===== src/rtl/port_allocator_pkg.sv =====
// port_allocator_pkg: flit types, port indices and FSM encoding shared by the allocator.
// Consumed by port_allocator and rr_pick5.
package port_allocator_pkg;
    localparam logic [2:0] HEADER = 3'b001;
    localparam logic [2:0] BODY   = 3'b010;
    localparam logic [2:0] TAIL   = 3'b100;
    localparam logic [2:0] L = 3'd0;
    localparam logic [2:0] N = 3'd1;
    localparam logic [2:0] E = 3'd2;
    localparam logic [2:0] W = 3'd3;
    localparam logic [2:0] S = 3'd4;

    typedef enum logic {IDLE, LOCK} state_t;

    function automatic logic [2:0] oh2idx(input logic [4:0] oh);
        oh2idx = '0;
        for (int i = 0; i < 5; i++)
            if (oh[i]) oh2idx = 3'(i);
    endfunction
endpackage


===== src/rtl/port_allocator_rr_pick5.sv =====
// rr_pick5: combinational round-robin pick of one candidate, searching from (ptr+1) mod 5.
module rr_pick5
    import port_allocator_pkg::*;
(
    input  logic [4:0] cand,
    input  logic [2:0] ptr,
    output logic [4:0] win
);
    logic [2:0] idx;

    // Walk from lowest to highest priority so the nearest candidate overwrites the rest.
    always_comb begin
        win = '0;
        idx = '0;
        for (int k = 5; k >= 1; k--) begin
            idx = 3'((32'(ptr) + k) % 5);
            if (cand[idx]) win = 5'(1) << idx;
        end
    end
endmodule


===== src/rtl/port_allocator.sv =====
// port_allocator: wormhole output-port allocator, round-robin over five input ports.
// Optional stall watchdog with pkt_err under macro PORT_ALLOC_TIMEOUT_EN.
module port_allocator
    import port_allocator_pkg::*;
#(
    parameter int LEN_W   = 12,
    parameter int TIMEOUT = 255
) (
    input  logic               clk,
    input  logic               rst,
    input  logic [4:0]         req,
    input  logic [14:0]        flit_id,
    input  logic [5*LEN_W-1:0] length,
    input  logic               down_ready,
    output logic [4:0]         grant,
    output logic               busy
`ifdef PORT_ALLOC_TIMEOUT_EN
    ,
    output logic               pkt_err
`endif
);
    state_t state, state_n;
    logic [2:0] win, rr_ptr, pidx;
    logic [LEN_W-1:0] cnt;
    logic [LEN_W-1:0] lens [5];
    logic [2:0] ftype [5];
    logic [4:0] cand, pick;
    logic go, last, abort;

    for (genvar i = 0; i < 5; i++) begin : g_port
        assign lens[i]  = length[LEN_W*i +: LEN_W];
        assign ftype[i] = flit_id[3*i +: 3];
        assign cand[i]  = req[i] && ftype[i] == HEADER;
    end

    rr_pick5 u_pick (.cand(cand), .ptr(rr_ptr), .win(pick));

    assign pidx  = oh2idx(pick);
    assign go    = !rst && state == LOCK && req[win] && down_ready;
    assign grant = go ? 5'(1) << win : '0;
    assign busy  = state == LOCK;
    assign last  = cnt == LEN_W'(1) || ftype[win] == TAIL;

`ifdef PORT_ALLOC_TIMEOUT_EN
    localparam int SW = $clog2(TIMEOUT + 1);
    logic [SW-1:0] stall;

    assign abort = state == LOCK && !go && stall == SW'(TIMEOUT - 1);

    always_ff @(posedge clk) begin
        stall   <= (rst || state_n != LOCK || go) ? '0 : stall + 1'b1;
        pkt_err <= !rst && abort;
    end
`else
    assign abort = 1'b0;
`endif

    always_comb begin
        state_n = state;
        state_n = (state == IDLE) ? (|cand ? LOCK : IDLE)
                                  : ((go && last) || abort ? IDLE : LOCK);
    end

    always_ff @(posedge clk) begin
        if (rst) begin
            state  <= IDLE;
            rr_ptr <= 3'd4;
            win    <= '0;
            cnt    <= '0;
        end else begin
            state <= state_n;
            if (state == IDLE && |cand) begin
                win <= pidx;
                cnt <= (lens[pidx] == '0) ? LEN_W'(1) : lens[pidx];
            end else if (go && cnt > LEN_W'(1)) begin
                cnt <= cnt - 1'b1;
            end
            if (state == LOCK && state_n == IDLE) rr_ptr <= win;
        end
    end
endmodule


===== config.mk =====
export PLATFORM = sky130hd
export DESIGN_NAME = port_allocator
export DESIGN_NICKNAME = d
export VERILOG_FILES = /design/src/rtl/port_allocator_pkg.sv /design/src/rtl/port_allocator_rr_pick5.sv /design/src/rtl/port_allocator.sv
export SDC_FILE = /design/constraint.sdc
export NUM_CORES = 1
export LEC_CHECK = 0
export BUFFER_PORTS_ARGS = -buffer_cell sky130_fd_sc_hd__buf_4
export CORE_MARGIN = 8
export CORE_UTILIZATION = 43
export CTS_CLUSTER_SIZE = 40
export DETAILED_ROUTE_END_ITERATION = 10
export GPL_ROUTABILITY_DRIVEN = 0
export GPL_TIMING_DRIVEN = 0
export PLACE_DENSITY = 0.77
export SETUP_SLACK_MARGIN = 0.2
export SLEW_MARGIN = 30
export SYNTH_ARGS = -nofsm -noshare
export SYNTH_HDL_FRONTEND = slang
export SYNTH_SLANG_ARGS = --single-unit

===== constraint.sdc =====
create_clock -name clk -period 16.1 [get_ports clk]
set_input_delay 1.61 -clock clk [delete_from_list [all_inputs] [get_ports clk]]
set_output_delay 1.61 -clock clk [all_outputs]
set_load 0.05 [all_outputs]

Word level (Yosys, flattened, before mapping). Cells that the tools add are included.

Multiplexer cells: 34. Equality and inequality tests: 7. Add/subtract/negate cells: 6. Bitwise logic cells: 4. Shift operators: 6. Reductions and logical operators: 17. Divide/modulo/power cells: 5. Order comparisons: 9.

Operators with widths (number): $mod A32 B3 Y32 const B (5); $mux W12 (5); $bmux W12 S3 (1); $mux W5 (6); $shl A1 B3 Y5 const A (6); $lt A3 B4 Y1 const B (6); $bmux W1 S3 (6); $eq A3 B1 Y1 const B (5); $eq A12 B1 Y1 const B (1); $gt A12 B1 Y1 const B (1); $logic_and A1 B1 Y1 (12); $logic_not A12 Y1 (1); $sub A12 B1 Y12 const B (1); $mux W1 (10); $bmux W3 S3 (1); $mux W3 (3); $add A3 B2 Y4 const B (2); $add A3 B3 Y4 const B (2); $ge A4 B4 Y1 const B (2); $not A3 Y4 (2); $reduce_or A5 Y1 (1); $add A3 B1 Y4 const B (1); $mux W2 (2); $eq A3 B3 Y1 const B (1); 4 further kinds (5).

Output and inout bits: 6. Bits of input ports: 83. Flip-flop bits (word level): 19.

Logic depth before layout (Yosys ltp).
Depth in word-level cells: 20. Gate-level depth with buffers: 24. Depth with buffers taken out: 20.

By module. From an unflattened synthesis, not the netlist that was laid out.

Cells, all modules: 515. Area total of the unflattened synthesis: 3852.4 sq um.

Modules (own cells, without submodules): rr_pick5 (area an instance 2098.3 sq um, instances 1, cells an instance 284); port_allocator (area an instance 1754.2 sq um, instances 1, cells an instance 231).

Worst setup path after synthesis. OpenSTA, ideal clock, no wires.

Path kind: register to register. Start: register rr_ptr[0]. End: register cnt[1]. Clock period less this slack: 5395 ps. Arrival: 5332 ps. Cell stages (with the launch flop): 25. Setup time: 63 ps. Data required time: 16037 ps. Slack: 10705 ps. Path through: dfxtp_1 clkbuf_1 inv_1 buf_1 ha_1 inv_1 clkbuf_1 ha_1 inv_1 ha_1 nand2b_1 a21oi_2 a311oi_2 nor4b_2 a41o_1 nor3_2 and3_1 a221o_1 buf_2 or2_1 buf_6 a21o_1 a31o_1 mux2_2 nor2_2.

Cells in the longest elaborated chain, start to end: 20. Elaborated cells between the ends (all ways): 41. Classes of those cells: add/sub: 5; div: 5; shift: 5; mux: 24; bitwise: 1; reduce/logical: 1.

Ends and longest elaborated chain: start, declared (line port_allocator.sv:23) `logic [2:0] win, rr_ptr, pidx;`; start signal, assigned (line port_allocator.sv:78) `if (state == LOCK && state_n == IDLE) rr_ptr <= win;`; $add A3 B3 Y4 (line port_allocator_rr_pick5.sv:16) `idx = 3'((32'(ptr) + k) % 5);`; $mod A32 B3 Y32 (line port_allocator_rr_pick5.sv:16); $bmux W1 S3 (line port_allocator_rr_pick5.sv:17) `if (cand[idx]) win = 5'(1) << idx;`; $mux W1 (implied by the code) (line port_allocator_rr_pick5.sv:17); $mux W5 (4 in series) (line port_allocator_rr_pick5.sv:17); $mux W5 (*) (line port_allocator_rr_pick5.sv:17); $mux W1 (line port_allocator_pkg.sv:18) `if (oh[i]) oh2idx = 3'(i);`; $mux W2 (2 in series) (line port_allocator_pkg.sv:18); $mux W3 (*) (line port_allocator_pkg.sv:18); $not A3 Y4 (implied by the code) (*) (line port_allocator.sv:74) `cnt <= (lens[pidx] == '0) ? LEN_W'(1) : lens[pidx];`; $bmux W12 S3 (*) (line port_allocator.sv:74); $mux W12 (implied by the code) (*) (2 in series) (line port_allocator.sv:74); $logic_not A12 Y1 (line port_allocator.sv:74); $mux W12 (*) (line port_allocator.sv:74); $mux W12 (*) (line port_allocator.sv:72) `if (state == IDLE && |cand) begin`; end signal, assigned (line port_allocator.sv:74); end signal, assigned (line port_allocator.sv:76) `cnt <= cnt - 1'b1;`; end, declared (line port_allocator.sv:24) `logic [LEN_W-1:0] cnt;`.

Mark *: on every way between the ends. The rest lies on a longest branch, timed or not. The select of a mux whose other input is x is not followed. A chain may end at the register's enable or synchronous reset.

Worst setup path after layout.
Start: register rr_ptr[0]. End: register cnt[0].

Same word-level chain as after synthesis.

==> results by group <==
Status
  – Status: completed

Floorplan
  – DIE AREA: 12,500 µm²
  – FP Rows: 35
  – Core box area: around 9100 µm²
  – Die width: about 110 µm
  – Initial Util: between 40% and 50%
  – Die H: 112 µm
  – Top Ports: between 80 and 90

Finish
  – Commonest non-fill, non-tap cell in the layout: buf_4
  – Reg area: about 380 µm²
  – Multi-input combinational cell area: ~3400 µm²
  – Share of cells above drive strength 1: roughly a quarter
  – Layout overhead on the synthesized area: 21.3%
  – Finished Cell Area: roughly 4800 µm²
  – Layout Nets: 727
  – Filler cells: around 870
  – Most frequent cells in the layout: 89 x buf_4, 46 x nor2_1, 36 x nand2_1
  – Antenna cell count: 0

Yosys
  – Register area share after synthesis: a little under a tenth
  – Syn Area/Cell: 7.51 µm²
  – Ys Warns: 0
  – Share of synthesized registers carrying an async set or reset: 0%
  – Syn Std Cell Area: roughly 4000 µm²
  – Post-synth EDFFs: 0
  – Flops & latches, synth: 19
  – Mapped Nets: ~640
  – Yosys cell types: between 90 and 100
  – Syn Inst Count: around 530
  – Ys flop type: dfxtp_1

Place
  – Port-buffer cells: slightly below 90
  – Pre-CTS WS: approximately 9.4 ns
  – Placed Area: 4760 µm²
  – Dpl hpwl: 11,000 µm

Timing
  – Unrepaired setup endpoints after global routing: false
  – Max Slew Vio Count: 0
  – Final worst slack: 9.25 ns
  – Slew headroom: a little under two fifths
  – Fin crit share: between 40% and 50%
  – Setup Total Neg Slack: 0 ns
  – Final min period: 6.85 ns
  – Worst-margin pin slew: roughly 0.9 ns
  – Clock skew: approximately 0.0015 ns
  – Fmax: roughly 150 MHz
  – Final Setup Violations: 0
  – Final Hold Vio Count: 0

Clock tree
  – TritonCTS Sinks: 19
  – Num CTS Buffers: 3
  – CTS-repair resized insts: 0
  – CTS tree: yes
  – Clk_lat worst skew: ~0.26 ns
  – Deepest clock path buffer count: 2
  – Root Driver: clkbuf_8
  – CTS H-tree depth: 1
  – Buffers inserted by post-CTS timing repair: 0
  – CTS Hold Buffers Added: 0
  – Clk pin slew, worst setup/hold paths: approximately 0.07 ns

Hold path
  – Hold Startpoint: busy
  – Hold Path Class: flip-flop to flip-flop

Global routing
  – Pin count of the biggest net entering global routing: 13
  – Antenna violations before repair: 0
  – Gr usage total: between 20% and 30%
  – First-pass GRT wire length: 21,900 µm
  – Gr ovfl total: 0
  – Number of global-route vias before repair: 4,534

Pwr
  – Total power: between 0.00015 and 0.0002 W
  – Clock Power Share: 21.0%
  – VDD IR max: between 20 and 30 µV
  – Psw: between 0.00005 and 0.00006 W
  – Pwr Density: approximately 33 nW/µm²
  – Seq pwr share: roughly a third
  – Leakage Power: roughly 1.9 nW
  – Pint: between 0.0001 and 0.00015 W
  – Comb pwr share: between 40% and 50%
  – Switching share of power: 35.3%

Routing
  – Wirelength per Cell: between 15 and 20 µm
  – DR vias/cell: 6.31
  – Detailed Route WL: approximately 14,000 µm
  – DRT iter0 DRCs: 526
  – Vias: between 4,000 and 5,000
  – Antenna viol nets, final: 0
  – DRC viols: 0
  – Drt pass-1 iters: 5

Setup path
  – Crit Reg-Reg Startpoint: rr_ptr[0]
  – Critical path required time: 16.27 ns
  – Crit. Startpoint: rr_ptr[0]
  – CP Capture Type: flip-flop
  – Setup crit start kind: flip-flop
  – R2R Setup Slk: just over 9 ns
  – Critical path type: flip-flop to flip-flop
  – Worst path arrival time: approximately 7 ns
  – Worst-path fanout max: 12

Job
  – Max cap viols: 0
Yosys cell counts, types with 3 or more instances:
| cell | n | area share, % |
|---|---|---|
| a221o_1 | 3 | 0.76 |
| buf_1 | 4 | 0.38 |
| or4_1 | 3 | 0.57 |
| and2_1 | 6 | 0.95 |
| o31ai_1 | 3 | 0.57 |
| nor2_1 | 46 | 4.4 |
| a21oi_1 | 23 | 2.9 |
| mux2_2 | 4 | 1.1 |
| or4bb_1 | 3 | 0.85 |
| a31oi_1 | 5 | 0.79 |
| a211o_1 | 3 | 0.66 |
| nor3_1 | 20 | 2.5 |
| a211oi_1 | 19 | 3.6 |
| o21bai_1 | 4 | 0.76 |
| buf_6 | 3 | 0.85 |
| nor4b_1 | 4 | 0.88 |
| nand4_1 | 6 | 0.95 |
| nand3_1 | 12 | 1.5 |
| o211ai_1 | 16 | 3.0 |
| o21a_1 | 7 | 1.3 |
| nor3_2 | 3 | 0.76 |
| nand2_1 | 36 | 3.4 |
| xor2_1 | 3 | 0.66 |
| or2_2 | 3 | 0.47 |
| a21o_1 | 4 | 0.76 |
| ha_1 | 24 | 7.6 |
| a31o_2 | 4 | 0.88 |
| nand2b_1 | 16 | 2.5 |
| clkbuf_1 | 17 | 1.6 |
| a211oi_2 | 3 | 0.95 |
| and3_1 | 6 | 0.95 |
| or2_1 | 3 | 0.47 |
| a22oi_1 | 7 | 1.3 |
| o21ai_0 | 18 | 2.3 |
| nor4_1 | 6 | 0.95 |
| dfxtp_1 | 19 | 9.6 |
| inv_2 | 3 | 0.28 |
| nor2b_1 | 13 | 2.1 |
| o21ai_1 | 10 | 1.3 |
| nor4bb_1 | 3 | 0.76 |
| inv_1 | 22 | 2.1 |
| mux2i_1 | 22 | 5.6 |
| or3_1 | 6 | 0.95 |
| xnor2_1 | 15 | 3.3 |
stage by stage:
stage               cells  hold WS (ns)  util, %
finish                730         0.563     52.8
CTS                   730         0.561     52.7
floorplan             528         0.526        -
global placement      726         0.538     52.2
global route          730         0.583     52.8
detailed placement    726         0.548     52.2
layer usage:
metal  vias up  track usage (%)  wire [µm]
met5         -                0          0
met4         0             6.56        337
met3        34             3.38       1110
met2       242             36.1       6560
met1      2142             25.2       5630
li1       2188                -          -
power groups by stage:
stage	combinational, W	sequential, W	clock, W
after floorplan	0.0000426	0.0000557	0
after CTS	0.0000715	0.0000545	0.0000342
after global placement	0.0000690	0.0000552	0
after global routing	0.0000791	0.0000551	0.0000358
after detailed placement	0.0000712	0.0000555	0
final	0.0000726	0.0000545	0.0000339
final timing paths:
path | endpoint | cells after the start
worst max-delay path | cnt[0] | 23
worst min-delay path | busy | 2
worst max register to register | cnt[0] | 23
worst min register to register | busy | 2
worst max-delay path, stage by stage (launching register included):
cell and delay (ns):
dfxtp_1 0.49, clkbuf_1 0.39, inv_1 0.24, buf_1 0.41, ha_1 0.54, inv_1 0.29
clkbuf_1 0.52, ha_1 0.25, inv_1 0.04, ha_1 0.25, nand2b_1 0.16, a21oi_2 0.22
a311oi_2 0.17, nor4b_2 0.50, a41o_1 0.27, nor3_2 0.09, and3_1 0.17, a221o_1 0.29
buf_2 0.20, nor2_2 0.39, and2_1 0.22, a221o_1 0.22, nand4_1 0.12, o41ai_2 0.31
registers in the layout (all words and copies together) (netlist names):
| register | count |
|---|---|
| cnt | 12 |
| rr_ptr | 3 |
| busy | 1 |
| win | 3 |
cell type report:
cell class | instances | share of cell area (%)
Multi-Input combinational cell | 456 | 69.8
Timing Repair Buffer | 87 | 13.6
Sequential cell | 19 | 7.91
Tap cell | 111 | 2.89
Buffer | 28 | 2.86
Inverter | 25 | 1.95
Clock buffer | 3 | 0.858
Clock inverter | 1 | 0.104
logic make-up (layout without fill, tap and decap cells):
family,after synthesis,count (layout),synth area share [%]
AOI/OAI and AO/OA,166,166,32.1
xor gates and xnor gates,21,21,5.21
and+or+nand+nor,214,214,30.8
DFF,19,19,9.59
muxes,31,31,8.87
adders and majority gates,24,24,7.57
buffers and inverters,53,144,5.84
(Power assumes the default switching activity.)
